<file path="src/rtl/clock_pkg.sv">
// rtl/clock_pkg.sv - shared timekeeping types, limits and wrap arithmetic
package clock_pkg;

  typedef enum logic [2:0] {
    ST_RUN     = 3'd0,
    ST_EDIT_TH = 3'd1,
    ST_EDIT_TM = 3'd2,
    ST_EDIT_AH = 3'd3,
    ST_EDIT_AM = 3'd4,
    ST_RING    = 3'd5
  } mode_t;

  localparam logic [5:0] HOUR_MAX = 6'd23;
  localparam logic [5:0] MIN_MAX  = 6'd59;

  function automatic logic [5:0] hour_inc(input logic [5:0] h);
    return (h >= HOUR_MAX) ? 6'd0 : h + 6'd1;
  endfunction

  function automatic logic [5:0] hour_dec(input logic [5:0] h);
    return (h == 6'd0) ? HOUR_MAX : h - 6'd1;
  endfunction

  function automatic logic [5:0] min_inc(input logic [5:0] m);
    return (m >= MIN_MAX) ? 6'd0 : m + 6'd1;
  endfunction

  function automatic logic [5:0] min_dec(input logic [5:0] m);
    return (m == 6'd0) ? MIN_MAX : m - 6'd1;
  endfunction

endpackage

</file>
<file path="src/rtl/btn_edge.sv">
// rtl/btn_edge.sv - rising-edge press detector for level buttons
module btn_edge #(
  parameter int WIDTH = 4
) (
  input  logic             clk,
  input  logic             rst_n,
  input  logic [WIDTH-1:0] btn,
  output logic [WIDTH-1:0] press
);

  logic [WIDTH-1:0] btn_q;
  logic             armed;

  always_ff @(posedge clk) begin
    if (!rst_n) begin
      btn_q <= '0;
      armed <= 1'b0;
    end else begin
      btn_q <= btn;
      armed <= 1'b1;
    end
  end

  // The first cycle out of reset only primes history, so a held button is not a press.
  assign press = armed ? (btn & ~btn_q) : '0;

endmodule

</file>
<file path="src/rtl/alarm_mode_ctrl.sv">
// rtl/alarm_mode_ctrl.sv - button mode sequencer, time/alarm setting, alarm ring with snooze
module alarm_mode_ctrl
  import clock_pkg::*;
#(
  parameter int RING_SECS  = 60,
  parameter int SNOOZE_MIN = 5
) (
  input  logic       clk,
  input  logic       rst_n,
  input  logic       btn_mode,
  input  logic       btn_up,
  input  logic       btn_down,
  input  logic       btn_alarm,
  input  logic       tick_1hz,
  input  logic [5:0] cur_hour,
  input  logic [5:0] cur_min,
  input  logic [5:0] cur_sec,
  output logic       time_load,
  output logic [5:0] load_hour,
  output logic [5:0] load_min,
  output logic [5:0] alarm_hour,
  output logic [5:0] alarm_min,
  output logic       alarm_en,
  output logic       ringing,
  output logic       snooze_act,
  output logic [2:0] mode
);

  localparam int CW = (RING_SECS > 1) ? $clog2(RING_SECS) : 1;
  localparam logic [CW-1:0] RING_LAST = CW'(RING_SECS - 1);

  logic [3:0] press;
  logic       p_mode, p_up, p_down, p_alarm, step_up, step_dn;

  btn_edge #(.WIDTH(4)) u_btn_edge (
    .clk   (clk),
    .rst_n (rst_n),
    .btn   ({btn_alarm, btn_down, btn_up, btn_mode}),
    .press (press)
  );

  assign {p_alarm, p_down, p_up, p_mode} = press;
  assign step_up = p_up & ~p_down;
  assign step_dn = p_down & ~p_up;

  mode_t         state;
  logic [5:0]    edit_hour, edit_min;
  logic [5:0]    snz_hour, snz_min;
  logic [CW-1:0] ring_cnt;
  logic          match_q;

  // Snooze target: live time plus offset, carrying minutes into a wrapping hour.
  logic [6:0] snz_sum;
  logic       snz_carry;
  logic [5:0] snz_hour_n, snz_min_n;
  assign snz_sum    = {1'b0, cur_min} + 7'(SNOOZE_MIN);
  assign snz_carry  = (snz_sum >= 7'd60);
  assign snz_min_n  = snz_carry ? 6'(snz_sum - 7'd60) : snz_sum[5:0];
  assign snz_hour_n = snz_carry ? hour_inc(cur_hour) : cur_hour;

  logic [5:0] tgt_hour, tgt_min;
  logic       match, match_rise;
  assign tgt_hour   = snooze_act ? snz_hour : alarm_hour;
  assign tgt_min    = snooze_act ? snz_min  : alarm_min;
  assign match      = alarm_en && (cur_sec == 6'd0) && (cur_hour == tgt_hour) && (cur_min == tgt_min);
  assign match_rise = match & ~match_q;

  assign mode = state;

  always_ff @(posedge clk) begin
    if (!rst_n) begin
      state      <= ST_RUN;
      time_load  <= 1'b0;
      load_hour  <= 6'd0;
      load_min   <= 6'd0;
      alarm_hour <= 6'd6;
      alarm_min  <= 6'd0;
      alarm_en   <= 1'b0;
      ringing    <= 1'b0;
      snooze_act <= 1'b0;
      edit_hour  <= 6'd0;
      edit_min   <= 6'd0;
      snz_hour   <= 6'd0;
      snz_min    <= 6'd0;
      ring_cnt   <= '0;
      match_q    <= 1'b0;
    end else begin
      time_load <= 1'b0;
      match_q   <= match;
      case (state)
        ST_RUN: begin
          if (p_alarm) begin
            alarm_en <= ~alarm_en;
            if (alarm_en) snooze_act <= 1'b0;
          end
          if (p_mode) begin
            state     <= ST_EDIT_TH;
            edit_hour <= cur_hour;
            edit_min  <= cur_min;
          end else if (match_rise) begin
            state    <= ST_RING;
            ringing  <= 1'b1;
            ring_cnt <= '0;
          end
        end
        ST_EDIT_TH: begin
          if (p_mode)       state     <= ST_EDIT_TM;
          else if (step_up) edit_hour <= hour_inc(edit_hour);
          else if (step_dn) edit_hour <= hour_dec(edit_hour);
        end
        ST_EDIT_TM: begin
          if (p_mode) begin
            state     <= ST_EDIT_AH;
            time_load <= 1'b1;
            load_hour <= edit_hour;
            load_min  <= edit_min;
          end else if (step_up) edit_min <= min_inc(edit_min);
          else if (step_dn)     edit_min <= min_dec(edit_min);
        end
        ST_EDIT_AH: begin
          if (p_mode)       state      <= ST_EDIT_AM;
          else if (step_up) alarm_hour <= hour_inc(alarm_hour);
          else if (step_dn) alarm_hour <= hour_dec(alarm_hour);
        end
        ST_EDIT_AM: begin
          if (p_mode)       state     <= ST_RUN;
          else if (step_up) alarm_min <= min_inc(alarm_min);
          else if (step_dn) alarm_min <= min_dec(alarm_min);
        end
        ST_RING: begin
          // A press in the same cycle as the final tick takes precedence over timeout.
          if (p_mode || (!p_up && tick_1hz && ring_cnt == RING_LAST)) begin
            state      <= ST_RUN;
            ringing    <= 1'b0;
            snooze_act <= 1'b0;
          end else if (p_up) begin
            state      <= ST_RUN;
            ringing    <= 1'b0;
            snooze_act <= 1'b1;
            snz_hour   <= snz_hour_n;
            snz_min    <= snz_min_n;
          end else if (tick_1hz) begin
            ring_cnt <= ring_cnt + 1'b1;
          end
        end
        default: begin
          state   <= ST_RUN;
          ringing <= 1'b0;
        end
      endcase
    end
  end

endmodule

</file>
<file path="config.mk">
export PLATFORM = sky130hd
export DESIGN_NAME = alarm_mode_ctrl
export DESIGN_NICKNAME = d
export VERILOG_FILES = /design/src/rtl/clock_pkg.sv /design/src/rtl/btn_edge.sv /design/src/rtl/alarm_mode_ctrl.sv
export SDC_FILE = /design/constraint.sdc
export NUM_CORES = 1
export LEC_CHECK = 0
export BUFFER_PORTS_ARGS = -buffer_cell sky130_fd_sc_hd__buf_2
export CORE_ASPECT_RATIO = 0.5
export CORE_UTILIZATION = 40
export DETAILED_ROUTE_END_ITERATION = 12
export PLACE_DENSITY = 0.62
export RECOVER_POWER = 100
export SLEW_MARGIN = 10
export SYNTH_ARGS = -nofsm -noshare
export SYNTH_HDL_FRONTEND = slang
export SYNTH_HIERARCHICAL = 1
export SYNTH_SLANG_ARGS = --single-unit
</file>
<file path="constraint.sdc">
create_clock -name clk -period 2.3 [get_ports clk]
set_clock_uncertainty 0.15 [all_clocks]
set_input_delay 0.115 -clock clk [delete_from_list [all_inputs] [get_ports clk]]
set_output_delay 0.115 -clock clk [all_outputs]
set_load 0.02 [all_outputs]
</file>
==> run summary <==
outcome -> finished clean
row count -> 26
Rel. slew slack -> 0.462
synthesized area per cell -> 7.72 um2
WP data required -> 2.37 ns
Max Fclk -> 441 MHz
Die Span X -> 152 um
gr usage total -> 0.232
worst-path maximum fanout -> 6
Root Driver -> clkbuf_16
minimum clock period -> 2.27 ns
DP HPWL -> 9540 um
total CTS buffers -> 9
Post-CTS Setup Inserts -> 0
R2R Path End -> alarm_min[2]
total grt overflow -> 0
worst reg-to-reg path cell count -> 8
clk_lat worst skew -> 0.33 ns
initial DRC count -> 223
top_reg_cell synth -> dfxtp_1
post-synthesis xor/xnor area fraction -> 0.0586
syn nets -> 624
combinational family with the most area after synthesis -> simple AND/OR/NAND/NOR gates
Hold Path Depth -> 3
htree depth -> 3
core box area -> 0.0105 mm2
ANT cells -> 0
Worst Hold Class -> in2reg
area grow syn2layout -> 20.0%
count of cell types in the netlist -> 72
largest net degree at the start of global routing -> 17
Synth Area in Adders -> 0.0502
initial antenna violation count -> 0
Worst Setup SP -> btn_down
Die Ht -> 76.9 um
max cap viols -> 0
hold path startpoint -> cur_hour[3]
Routed wire per std cell -> 16.2 um
# setup viols final -> 0
DR vias/cell -> 5.76
EDFF count, synth -> 0
synthesized area -> 0.00449 mm2
via count -> 4,579
Pre-antenna DRT Iters -> 5
Arrival @ worst endpoint -> 2.33 ns
CTS Buffer Depth -> 2
post-synthesis mux area share -> 0.0335
Placer Congestion -> 0.917
CTS Sinks -> 67
final hold violations -> 0
Synth Area in Compound Gates -> 0.244
final hold slack -> 0.0100 ns
Final nets -> 693
Setup TNS Final -> 0 ns
register area share after synthesis -> 0.299
layout cell share with drive strength beyond 1 -> 0.128
Synth top area share -> 0.299
RSZ-0062 raised after global routing -> yes
die area -> 0.0117 mm2
Slew @ Worst Pin -> 0.807 ns
PwrDens -> 603 mW/mm2
DRC Markers -> 0
Hold Path End -> snz_hour[3]
setup slack, reg-to-reg -> 0.09 ns
utilization after layout -> 0.511
Starting Density -> 0.426
Synth area leaders -> dfxtp_1, a21oi_1, nand2_1
DRT antenna net count -> 0
Seq cells post-synth -> 67
final worst path period share -> 0.986
Final Max Slew Viols -> 0
Crit. End Element -> register
Detailed Route WL -> 12,900 um
Synth area leader -> dfxtp_1
IO Port Bufs -> 55
maximum VDD drop -> 0.396 mV
Post-CTS Resized -> 0
CP Launch Type -> primary input
IO Pins -> 56
cells after synthesis -> 581
first-pass GRT wire length -> 21,300 um
synth warn -> 6
Synth top cells by count -> dfxtp_1, nand2_1, a21oi_1, nor2_1, o21ai_0
Simple-Gate Fraction of Synth Area -> 0.257
clk slew on worst S/H paths -> 0.05 ns
Async S/R FF share, synth -> 0
FF-to-FF Start -> u_btn_edge/armed
critical path class -> in2reg
Leak Pwr -> 1.99 nW
vias in the first global route -> 4,093
TritonCTS clock tree -> built
[stage by stage]
stage               worst slack [ns]  area (um2)  cells  power, mW
floorplan                      0.283        4490    581       1.53
global placement               0.144        5030    772       1.67
detailed placement             0.110        5030    772       1.68
CTS                           0.0479        5450    795       3.28
global route                 -0.0818        5390    795       3.38
finish                        0.0325        5390    795       3.25
[registers in the layout (all words and copies together) (netlist names)]
| name | cells |
|---|---|
| load_hour | 6 |
| time_load | 1 |
| alarm_min | 6 |
| ringing | 1 |
| match_q | 1 |
| alarm_hour | 6 |
| u_btn_edge/armed | 1 |
| u_btn_edge/btn_q | 4 |
| ring_cnt | 6 |
| edit_hour | 6 |
| alarm_en | 1 |
| mode | 3 |
| snooze_act | 1 |
| snz_min | 6 |
| edit_min | 6 |
| snz_hour | 6 |
| load_min | 6 |
[kinds of logic (layout without fill, tap and decap cells)]
logic type,after synthesis,after routing
AOI/OAI and AO/OA,171,171
DFF,67,67
adders and majority gates,18,18
buffers and inverters,59,133
muxes,15,15
and+or+nand+nor,221,221
xor gates and xnor gates,30,30
[layout make-up]
| type | count | area, um2 |
|---|---|---|
| timing repair buffer | 99 | 573 |
| fill | 1056 | 5150 |
| clock buffer | 11 | 243 |
| clock inverter | 5 | 100 |
| sequential | 67 | 1340 |
| inverter | 18 | 67.6 |
| tap | 140 | 175 |
| multi-input combinational | 455 | 2890 |
[worst max-delay path, stage by stage]
cell and delay (ns):
dlygate4sd3_1 0.52, buf_2 0.13, and3b_1 0.15, inv_1 0.04, ha_1 0.33, or4_1 0.60, a21oi_1 0.16, nor2_1 0.07
o21ai_0 0.14, a21oi_1 0.09
[how the worst max path moves through the flow]
stage / end / slack, ns / cells past startpoint
global route: edit_hour[3] / -0.08 / 10
detailed placement: alarm_min[2] / 0.11 / 8
CTS: alarm_min[2] / 0.05 / 10
global placement: alarm_min[2] / 0.14 / 8
finish: alarm_min[2] / 0.03 / 10
floorplan: alarm_min[2] / 0.28 / 7
[layer usage]
layer | GRT usage | share of wire | wire length [um] | vias to the layer above
met5 | 0 | 0 | 0 | -
met4 | 0.0436 | 0.0075 | 97 | 0
met3 | 0.0446 | 0.067 | 859 | 11
met2 | 0.338 | 0.43 | 5500 | 133
met1 | 0.350 | 0.50 | 6430 | 2170
li1 | - | - | - | 2265
[cell usage in the layout (no fill, tap or decap), types with 5 or more instances in the layout]
cell / count
xnor2_1: 23
clkbuf_1: 35
nand3_1: 31
nand4b_1: 5
o211ai_1: 10
xor2_1: 7
a21oi_1: 59
nor2b_1: 9
ha_1: 18
a31oi_1: 9
inv_1: 18
and2_1: 6
dlygate4sd3_1: 7
nor2_1: 36
nand3b_1: 5
nand2b_1: 7
o21a_1: 6
buf_2: 26
clkbuf_16: 9
nor3_1: 16
mux2i_1: 15
dfxtp_1: 67
nand2_1: 67
nor4_1: 5
buf_4: 27
o21ai_0: 32
a211oi_1: 10
[where the power goes]
group | total [mW] | switching [mW] | internal, mW
registers | 1.22 | 0.0364 | 1.18
clock network | 1.58 | 0.495 | 1.08
logic | 0.447 | 0.261 | 0.186
total | 3.25 | 0.793 | 2.45
[repair_timing]
| action | 4_1_cts | 5_1_grt |
|---|---|---|
| hold buffers | 7 | 0 |
| endpoints found under the hold margin | 7 | 0 |
| setup endpoints to repair | 0 | 3 |
(Power assumes the default switching activity.)
